### src/rtl/mreq_bus_master_pkg.sv
// mreq_bus_master_pkg
// Shared definitions for the host-command bus master:
//   - MREQ_NBIT and the packed memory-request layout {tag, wr, aincr, wfmt, wcnt, addr}
//   - wfmt encodings (bytes per word minus one) and the largest legal value
//   - FSM state type for the top level
//   - unpack_mreq / pack_mreq helpers
package mreq_bus_master_pkg;

  localparam int unsigned MREQ_NBIT = 45;

  localparam logic [2:0] MREQ_WFMT_B1       = 3'd0;
  localparam logic [2:0] MREQ_WFMT_B2       = 3'd1;
  localparam logic [2:0] MREQ_WFMT_B3       = 3'd2;
  localparam logic [2:0] MREQ_WFMT_B4       = 3'd3;
  localparam logic [2:0] MREQ_WFMT_MAXVALID = MREQ_WFMT_B4;

  typedef struct packed {
    logic [7:0]  tag;
    logic        wr;
    logic        aincr;
    logic [2:0]  wfmt;
    logic [7:0]  wcnt;
    logic [23:0] addr;
  } mreq_t;

  typedef enum logic [2:0] {
    StIdle,
    StWgath,
    StWbus,
    StRbus,
    StRser,
    StDone
  } state_e;

  function automatic mreq_t unpack_mreq(input logic [MREQ_NBIT-1:0] raw);
    return mreq_t'(raw);
  endfunction

  function automatic logic [MREQ_NBIT-1:0] pack_mreq(input mreq_t req);
    return MREQ_NBIT'(req);
  endfunction

endpackage

### src/rtl/mreq_bus_master_if.sv
// mreq_bus_master_if
// Groups the request handshake, the write/read payload byte streams and the word bus of
// mreq_bus_master. Signal names keep the block's i_/o_ direction as seen from the master.
//   master : the bus master block itself
//   slave  : everything around it (cmd_rx, payload source/sink, bus fabric)
interface mreq_bus_master_if;

  // Request handshake
  logic                                       i_mreq_valid;
  logic                                       o_mreq_ready;
  logic [mreq_bus_master_pkg::MREQ_NBIT-1:0]  i_mreq;

  // Write payload bytes in
  logic                                       i_wd_valid;
  logic [7:0]                                 i_wd_data;
  logic                                       o_wd_ready;

  // Read payload bytes out
  logic                                       o_rd_valid;
  logic [7:0]                                 o_rd_data;
  logic                                       i_rd_ready;

  // Word bus
  logic                                       o_bus_cyc;
  logic                                       o_bus_we;
  logic [23:0]                                o_bus_addr;
  logic [31:0]                                o_bus_wdata;
  logic                                       i_bus_ack;
  logic [31:0]                                i_bus_rdata;

  modport master (
    input  i_mreq_valid, i_mreq, i_wd_valid, i_wd_data, i_rd_ready, i_bus_ack, i_bus_rdata,
    output o_mreq_ready, o_wd_ready, o_rd_valid, o_rd_data,
           o_bus_cyc, o_bus_we, o_bus_addr, o_bus_wdata
  );

  modport slave (
    output i_mreq_valid, i_mreq, i_wd_valid, i_wd_data, i_rd_ready, i_bus_ack, i_bus_rdata,
    input  o_mreq_ready, o_wd_ready, o_rd_valid, o_rd_data,
           o_bus_cyc, o_bus_we, o_bus_addr, o_bus_wdata
  );

endinterface

### src/rtl/mreq_word_shifter.sv
// mreq_word_shifter
// 32-bit byte shift register shared by write packing and read unpacking.
//   i_clk, i_rst_n      clock, asynchronous active-low reset
//   i_load, i_load_data parallel load (clears the byte counter)
//   i_shift_in, i_byte  shift one byte in (pack, little-endian)
//   i_shift_out         shift one byte out (unpack, low byte first)
//   i_last_idx          index of the last byte of a word (wfmt[1:0])
//   o_data, o_byte      whole word / current low byte
//   o_last              byte counter is at the last byte of the word
module mreq_word_shifter (
  input  logic        i_clk,
  input  logic        i_rst_n,
  input  logic        i_load,
  input  logic [31:0] i_load_data,
  input  logic        i_shift_in,
  input  logic [7:0]  i_byte,
  input  logic        i_shift_out,
  input  logic [1:0]  i_last_idx,
  output logic [31:0] o_data,
  output logic [7:0]  o_byte,
  output logic        o_last
);

  logic [31:0] data_q, data_d;
  logic [1:0]  cnt_q, cnt_d;

  always_comb begin
    data_d = data_q;
    cnt_d  = cnt_q;
    if (i_load) begin
      data_d = i_load_data;
      cnt_d  = 2'd0;
    end else if (i_shift_in) begin
      // Shift right and insert at the top of the word's byte window, so after the last
      // byte the first byte sits in bits 7:0 and the bytes above the window stay zero.
      data_d = data_q >> 8;
      data_d[{i_last_idx, 3'b000} +: 8] = i_byte;
      cnt_d  = cnt_q + 2'd1;
    end else if (i_shift_out) begin
      data_d = data_q >> 8;
      cnt_d  = cnt_q + 2'd1;
    end
  end

  always_ff @(posedge i_clk or negedge i_rst_n) begin
    if (!i_rst_n) begin
      data_q <= '0;
      cnt_q  <= '0;
    end else begin
      data_q <= data_d;
      cnt_q  <= cnt_d;
    end
  end

  assign o_data = data_q;
  assign o_byte = data_q[7:0];
  assign o_last = (cnt_q == i_last_idx);

endmodule

### src/rtl/mreq_bus_master.sv
// mreq_bus_master
// Executes memory requests as wcnt+1 word cycles on the register/memory bus, packing
// write payload bytes into words and unpacking read words into payload bytes.
//   i_clk, i_rst_n  clock, asynchronous active-low reset
//   bus             request handshake, payload byte streams and word bus (master modport)
//   o_busy          FSM not idle
//   o_done          one-cycle pulse when a request completes or is rejected
//   o_done_tag      tag of the last completed/rejected request
//   o_err_fmt       one-cycle pulse with o_done when wfmt was reserved
module mreq_bus_master
  import mreq_bus_master_pkg::*;
(
  input  logic                     i_clk,
  input  logic                     i_rst_n,
  mreq_bus_master_if.master        bus,
  output logic                     o_busy,
  output logic                     o_done,
  output logic [7:0]               o_done_tag,
  output logic                     o_err_fmt
);

  state_e      state_q, state_d;
  logic [7:0]  tag_q, tag_d;
  logic        aincr_q, aincr_d;
  logic [1:0]  fmt_q, fmt_d;
  logic [8:0]  count_q, count_d;   // words still to move on the bus
  logic [23:0] addr_q, addr_d;
  logic        cyc_q, cyc_d;
  logic        we_q, we_d;
  logic        busy_q, busy_d;
  logic        done_q, done_d;
  logic [7:0]  done_tag_q, done_tag_d;
  logic        err_fmt_q, err_fmt_d;

  logic        sh_load;
  logic [31:0] sh_load_data;
  logic        sh_shift_in;
  logic        sh_shift_out;
  logic [31:0] sh_data;
  logic [7:0]  sh_byte;
  logic        sh_last;

  mreq_t req;
  assign req = unpack_mreq(bus.i_mreq);

  always_comb begin
    state_d      = state_q;
    tag_d        = tag_q;
    aincr_d      = aincr_q;
    fmt_d        = fmt_q;
    count_d      = count_q;
    addr_d       = addr_q;
    done_tag_d   = done_tag_q;
    err_fmt_d    = 1'b0;
    sh_load      = 1'b0;
    sh_load_data = '0;
    sh_shift_in  = 1'b0;
    sh_shift_out = 1'b0;

    unique case (state_q)
      StIdle: begin
        if (bus.i_mreq_valid) begin
          tag_d   = req.tag;
          aincr_d = req.aincr;
          fmt_d   = req.wfmt[1:0];
          count_d = {1'b0, req.wcnt} + 9'd1;
          addr_d  = req.addr;
          sh_load = 1'b1;
          if (req.wfmt > MREQ_WFMT_MAXVALID) begin
            state_d   = StDone;
            err_fmt_d = 1'b1;
          end else if (req.wr) begin
            state_d = StWgath;
          end else begin
            state_d = StRbus;
          end
        end
      end
      StWgath: begin
        if (bus.i_wd_valid) begin
          sh_shift_in = 1'b1;
          if (sh_last) state_d = StWbus;
        end
      end
      StWbus: begin
        if (bus.i_bus_ack) begin
          count_d = count_q - 9'd1;
          if (aincr_q) addr_d = addr_q + 24'd1;
          if (count_q != 9'd1) begin
            state_d = StWgath;
            sh_load = 1'b1;   // clear so unused upper bytes of the next word are zero
          end else begin
            state_d = StDone;
          end
        end
      end
      StRbus: begin
        if (bus.i_bus_ack) begin
          count_d      = count_q - 9'd1;
          if (aincr_q) addr_d = addr_q + 24'd1;
          sh_load      = 1'b1;
          sh_load_data = bus.i_bus_rdata;
          state_d      = StRser;
        end
      end
      StRser: begin
        if (bus.i_rd_ready) begin
          sh_shift_out = 1'b1;
          if (sh_last) state_d = (count_q != 9'd0) ? StRbus : StDone;
        end
      end
      StDone: begin
        state_d = StIdle;
      end
      default: begin
        state_d = StIdle;
      end
    endcase

    // Bus and status outputs are registered, so they follow the next state.
    cyc_d  = (state_d == StWbus) || (state_d == StRbus);
    we_d   = (state_d == StWbus);
    busy_d = (state_d != StIdle);
    done_d = (state_d == StDone);
    if (done_d) done_tag_d = tag_d;
  end

  always_ff @(posedge i_clk or negedge i_rst_n) begin
    if (!i_rst_n) begin
      state_q    <= StIdle;
      tag_q      <= '0;
      aincr_q    <= 1'b0;
      fmt_q      <= '0;
      count_q    <= '0;
      addr_q     <= '0;
      cyc_q      <= 1'b0;
      we_q       <= 1'b0;
      busy_q     <= 1'b0;
      done_q     <= 1'b0;
      done_tag_q <= '0;
      err_fmt_q  <= 1'b0;
    end else begin
      state_q    <= state_d;
      tag_q      <= tag_d;
      aincr_q    <= aincr_d;
      fmt_q      <= fmt_d;
      count_q    <= count_d;
      addr_q     <= addr_d;
      cyc_q      <= cyc_d;
      we_q       <= we_d;
      busy_q     <= busy_d;
      done_q     <= done_d;
      done_tag_q <= done_tag_d;
      err_fmt_q  <= err_fmt_d;
    end
  end

  mreq_word_shifter u_shifter (
    .i_clk       (i_clk),
    .i_rst_n     (i_rst_n),
    .i_load      (sh_load),
    .i_load_data (sh_load_data),
    .i_shift_in  (sh_shift_in),
    .i_byte      (bus.i_wd_data),
    .i_shift_out (sh_shift_out),
    .i_last_idx  (fmt_q),
    .o_data      (sh_data),
    .o_byte      (sh_byte),
    .o_last      (sh_last)
  );

  assign bus.o_mreq_ready = (state_q == StIdle);
  assign bus.o_wd_ready   = (state_q == StWgath);
  assign bus.o_rd_valid   = (state_q == StRser);
  assign bus.o_rd_data    = sh_byte;
  assign bus.o_bus_cyc    = cyc_q;
  assign bus.o_bus_we     = we_q;
  assign bus.o_bus_addr   = addr_q;
  // The shifter is frozen while a write cycle is open, so wdata holds steady until ack.
  assign bus.o_bus_wdata  = sh_data;

  assign o_busy     = busy_q;
  assign o_done     = done_q;
  assign o_done_tag = done_tag_q;
  assign o_err_fmt  = err_fmt_q;

endmodule

### src/flat_wrapper.sv
// flat-port wrapper written by rule: the top's interface ports become plain ports
module mreq_bus_master_flat import mreq_bus_master_pkg::*;
  (i_clk, i_rst_n, o_busy, o_done, o_done_tag, o_err_fmt, bus_i_mreq_valid, bus_i_mreq, bus_i_wd_valid, bus_i_wd_data, bus_i_rd_ready, bus_i_bus_ack, bus_i_bus_rdata, bus_o_mreq_ready, bus_o_wd_ready, bus_o_rd_valid, bus_o_rd_data, bus_o_bus_cyc, bus_o_bus_we, bus_o_bus_addr, bus_o_bus_wdata);
  mreq_bus_master_if bus_i ();
  input  logic i_clk;
  input  logic i_rst_n;
  output logic o_busy;
  output logic o_done;
  output logic [7:0] o_done_tag;
  output logic o_err_fmt;
  input wire logic [$bits(bus_i.i_mreq_valid)-1:0] bus_i_mreq_valid;
  input wire logic [$bits(bus_i.i_mreq)-1:0] bus_i_mreq;
  input wire logic [$bits(bus_i.i_wd_valid)-1:0] bus_i_wd_valid;
  input wire logic [$bits(bus_i.i_wd_data)-1:0] bus_i_wd_data;
  input wire logic [$bits(bus_i.i_rd_ready)-1:0] bus_i_rd_ready;
  input wire logic [$bits(bus_i.i_bus_ack)-1:0] bus_i_bus_ack;
  input wire logic [$bits(bus_i.i_bus_rdata)-1:0] bus_i_bus_rdata;
  output wire logic [$bits(bus_i.o_mreq_ready)-1:0] bus_o_mreq_ready;
  output wire logic [$bits(bus_i.o_wd_ready)-1:0] bus_o_wd_ready;
  output wire logic [$bits(bus_i.o_rd_valid)-1:0] bus_o_rd_valid;
  output wire logic [$bits(bus_i.o_rd_data)-1:0] bus_o_rd_data;
  output wire logic [$bits(bus_i.o_bus_cyc)-1:0] bus_o_bus_cyc;
  output wire logic [$bits(bus_i.o_bus_we)-1:0] bus_o_bus_we;
  output wire logic [$bits(bus_i.o_bus_addr)-1:0] bus_o_bus_addr;
  output wire logic [$bits(bus_i.o_bus_wdata)-1:0] bus_o_bus_wdata;
  assign bus_i.i_mreq_valid = bus_i_mreq_valid;
  assign bus_i.i_mreq = bus_i_mreq;
  assign bus_i.i_wd_valid = bus_i_wd_valid;
  assign bus_i.i_wd_data = bus_i_wd_data;
  assign bus_i.i_rd_ready = bus_i_rd_ready;
  assign bus_i.i_bus_ack = bus_i_bus_ack;
  assign bus_i.i_bus_rdata = bus_i_bus_rdata;
  assign bus_o_mreq_ready = bus_i.o_mreq_ready;
  assign bus_o_wd_ready = bus_i.o_wd_ready;
  assign bus_o_rd_valid = bus_i.o_rd_valid;
  assign bus_o_rd_data = bus_i.o_rd_data;
  assign bus_o_bus_cyc = bus_i.o_bus_cyc;
  assign bus_o_bus_we = bus_i.o_bus_we;
  assign bus_o_bus_addr = bus_i.o_bus_addr;
  assign bus_o_bus_wdata = bus_i.o_bus_wdata;
  mreq_bus_master u_core (.i_clk(i_clk), .i_rst_n(i_rst_n), .bus(bus_i), .o_busy(o_busy), .o_done(o_done), .o_done_tag(o_done_tag), .o_err_fmt(o_err_fmt));
endmodule
### config.mk
export PLATFORM = sky130hd
export DESIGN_NAME = mreq_bus_master_flat
export DESIGN_NICKNAME = d
export VERILOG_FILES = /design/src/rtl/mreq_bus_master_pkg.sv /design/src/rtl/mreq_bus_master_if.sv /design/src/rtl/mreq_word_shifter.sv /design/src/rtl/mreq_bus_master.sv /design/src/flat_wrapper.sv
export SDC_FILE = /design/constraint.sdc
export NUM_CORES = 1
export LEC_CHECK = 0
export CAP_MARGIN = 40
export CORE_ASPECT_RATIO = 0.5
export CORE_UTILIZATION = 43
export CTS_CLUSTER_SIZE = 28
export DETAILED_ROUTE_END_ITERATION = 8
export HOLD_SLACK_MARGIN = 0.08
export PLACE_DENSITY = 0.77
export SLEW_MARGIN = 30
export SYNTH_ARGS = -nofsm -noshare
export SYNTH_HDL_FRONTEND = slang
export SYNTH_SLANG_ARGS = --single-unit
export TNS_END_PERCENT = 10
### constraint.sdc
create_clock -name i_clk -period 1.8 [get_ports i_clk]
set_input_delay 0.45 -clock i_clk [delete_from_list [all_inputs] [get_ports i_clk]]
set_output_delay 0.45 -clock i_clk [all_outputs]
set_load 0.03 [all_outputs]
==> flow_metrics.py <==
metrics = {
    "global_route": {
        "global_route_wire_length_before_repair_um": 28400,
        "grt.total_usage": 0.261,
        "grt_pass1_vias": 5530,
        "grt_max_degree": 47,
        "antenna_found_initial": 0,
        "globalRouteOverflowTotal": 0,
    },
    "sta": {
        "period_needed_ns": 1.97,
        "ratio_of_final_minimum_period_to_clock_period": 1.10,
        "fmax_ghz": 0.507,
        "hold-worst-slack_ns": 0.501,
        "layout_setup_ws_ns": -0.173,
        "tightestPinTransition_ns": 0.441,
        "finalSetupViolCount": 44,
        "worst_slew_margin_rel": 0.703,
        "maxSlewViolCount": 0,
        "hold_viol": 0,
        "fin_worst_skew_ns": 0.0134,
        "rsz0062_at_grt": "yes",
    },
    "power": {
        "total_leakage_power_nw": 3.66,
        "vdd_ir_max_uv": 927,
        "post-layout-total-power_w": 0.0156,
        "cellPowerDensity_mw_per_mm2": 1820,
    },
    "synth": {
        "synth_largest_area_cell": "dfrtp_1",
        "post_synth_most_frequent_cells": "dfrtp_1 (94), nand2_1 (89), nand3_1 (48), a21oi_1 (38), nor2_1 (32)",
        "post_synth_edffs": 0,
        "syn_nets": 706,
        "syn_warnings": 0,
        "synth-async-reset-ratio": 1.00,
        "top_cells_by_area_in_the_synthesized_netlist": "dfrtp_1 (41%), nand2_1 (5.8%), a2bb2oi_2 (5.8%)",
        "synth.lib_cells_used.distinct": 63,
        "seq_area_frac_synth": 0.411,
        "yosys_register_bits": 94,
        "netlist_area_before_placement_sq_mm": 0.00572,
        "synth_cells": 605,
        "yosysMostFrequentCell": "dfrtp_1",
        "postSynth.topFlopCell": "dfrtp_1",
        "syn-mean-instance-area_sq_um": 9.45,
        "synth_top_area_share": 0.411,
    },
    "clock_network": {
        "path_clk_slew_ns": 0.07,
        "clock_sinks": 94,
        "clock_path_buffers": 2,
        "cts_tree": "yes",
        "htree_num_levels": 3,
        "numCtsBuffers": 9,
        "ctsRootBufferMaster": "clkbuf_16",
        "clk-insertion-delay-late_ns": 0.35,
    },
    "die": {
        "fp.coreArea_sq_mm": 0.0128,
        "design.die.area_sq_mm": 0.0138,
        "boundaryPins": 171,
        "chipHeight_um": 83.5,
        "start_util": 0.446,
        "placement_rows": 29,
        "die_width_um": 165,
    },
    "route": {
        "vias_per_cell": 5.57,
        "dr_total_vias": 5571,
        "detail_route.wl_per_cell_um": 17.4,
        "dr.first_iter.drc_count": 480,
        "drt_pre_antenna_iters": 6,
        "routed_wl_um": 17400,
        "drc": 0,
        "route.antenna.remaining_nets": 0,
    },
    "finish": {
        "finish.instance_area_sq_mm": 0.00854,
        "final_cell_count_no_fill": 1000,
        "nets": 926,
        "syn2layout_area_growth_pct": 49.3,
        "area.sequential_sq_mm": 0.00236,
        "count_of_inserted_antenna_diode_cells": 0,
        "drive_gt1_frac": 0.240,
        "multi_input_area_sq_mm": 0.00316,
        "final.fill_count": 1026,
    },
    "critical_path": {
        "critical_path_peak_fanout": 7,
        "worst-r2r-setup-slack_ns": -0.13,
        "critPathMaxStageDelay_ns": 0.47,
        "critical_path.startpoint_type": "flip-flop",
        "crit_slowest_cell": "dfrtp_2",
        "critical_path.startpoint": "u_core.state_q[1]",
        "criticalPathCategory": "flip-flop to output port",
        "timing.critical_path.cells": "buf_4, nor3_1, buf_4",
        "worstReg2RegStart": "u_core.state_q[1]",
        "timing.critical_path.mode_cell": "buf_4",
        "worst_ep_arrival_time_ns": 1.52,
        "required_ns": 1.35,
        "end_kind": "output port",
    },
    "status": {
        "violations": "setup timing",
        "status": "finished, violations left",
    },
    "placement": {
        "place_area_sq_mm": 0.00807,
        "dpl.cell_count": 978,
        "portBuffers": 170,
        "routabilityCongestion": 0.929,
        "hpwlAfterDp_um": 12400,
    },
    "job": {
        "max_cap_violations": 0,
    },
    "hold_path": {
        "holdCritStartpoint": "u_core.tag_q[4]",
        "hold_class": "flip-flop to flip-flop",
    },
}
[kinds of logic (layout without fill, tap and decap cells)]
kind of cell,after synthesis,after routing,synth area share
buffers and inverters,65,289,0.0637
and+or+nand+nor,231,231,0.200
muxes,19,19,0.0422
xor gates and xnor gates,11,11,0.0168
AOI/OAI and AO/OA,175,176,0.244
adders and majority gates,10,10,0.0219
DFF,94,94,0.411
[cell usage in the layout, fill, tap and decap left out, drive strengths merged, types with 5 or more instances in the layout]
cell / instances
dfrtp: 94
nand2: 89
buf: 88
clkdlybuf4s50: 87
dlygate4sd2: 76
nand3: 48
a21oi: 40
nor2: 33
o21ai: 30
a2bb2oi: 28
a31o: 24
inv: 18
mux2: 17
o22ai: 13
clkbuf: 11
and3: 10
ha: 10
nor3: 9
and2: 9
nand4: 8
a22oi: 8
xnor2: 7
a31oi: 5
[flip-flops by register name (all words and copies together), names as in the netlist, 2 cells and up]
signal and flops:
u_core.bus.o_bus_addr 24, u_core.fmt_q 2, u_core.u_shifter.cnt_q 2, u_core.count_q 9, u_core.u_shifter.o_data 32, u_core.state_q 3
u_core.o_done_tag 8, u_core.tag_q 8
[worst max-delay path, delay by kind of cell, from the launching register on]
family,cells,cell delay [ns]
flip-flops,1,0.47
buffers and inverters,2,0.39
AND/OR/NAND/NOR,1,0.31
[area by class of cell]
| cell class | instances | share of cell area |
|---|---|---|
| Timing Repair Buffer | 256 | 0.286 |
| Multi-Input combinational cell | 447 | 0.370 |
| Sequential cell | 94 | 0.276 |
| Tap cell | 170 | 0.0249 |
| Clock buffer | 10 | 0.0268 |
| Inverter | 17 | 0.00777 |
| Clock inverter | 6 | 0.00835 |
[timing repair]
action	CTS	global route
resized for setup	99	28
setup buffers	2	1
cloned	3	0
hold buffers	1	0
pin swaps	4	6
endpoints found under the hold margin	27	0
endpoints found under the setup margin	154	61
[metrics by stage]
stage                      util  worst slack, ns  setup TNS, ns
final                     0.667           -0.173          -3.36
after global routing      0.667           -0.196          -5.51
after CTS                 0.658           -0.194          -3.75
after detailed placement  0.630           -0.632         -43.91
after global placement    0.630           -0.595         -41.09
after floorplan               -           -0.146          -3.97
[where the power goes]
part | switching, W | internal, W | total (W)
combinational | 0.00518 | 0.00442 | 0.00960
clock | 0.000872 | 0.00109 | 0.00196
sequential | 0.000886 | 0.00312 | 0.00400
total | 0.00693 | 0.00863 | 0.0156
[layer usage]
layer / up-vias / share of wire / global-route usage / wire, um
met4: 0 / 0.014 / 0.0701 / 252
met3: 25 / 0.054 / 0.0492 / 936
met2: 185 / 0.49 / 0.424 / 8610
li1: 2656 / - / - / -
met1: 2705 / 0.44 / 0.355 / 7640
met5: - / 0 / 0 / 0
[path summary, 6_finish.rpt]
kind                                                    end  depth (start not counted)
worst max-delay path                       bus_o_mreq_ready                          3
worst min register to register              u_core.tag_q[4]                          1
max in group asynchronous          u_core.bus.o_bus_addr[1]                          3
worst min-delay path                        u_core.tag_q[4]                          1
worst max register to register         u_core.o_done_tag[6]                          5
min in group asynchronous       u_core.u_shifter.o_data[12]                          2
Note: power is estimated with default switching activity, not from simulation.
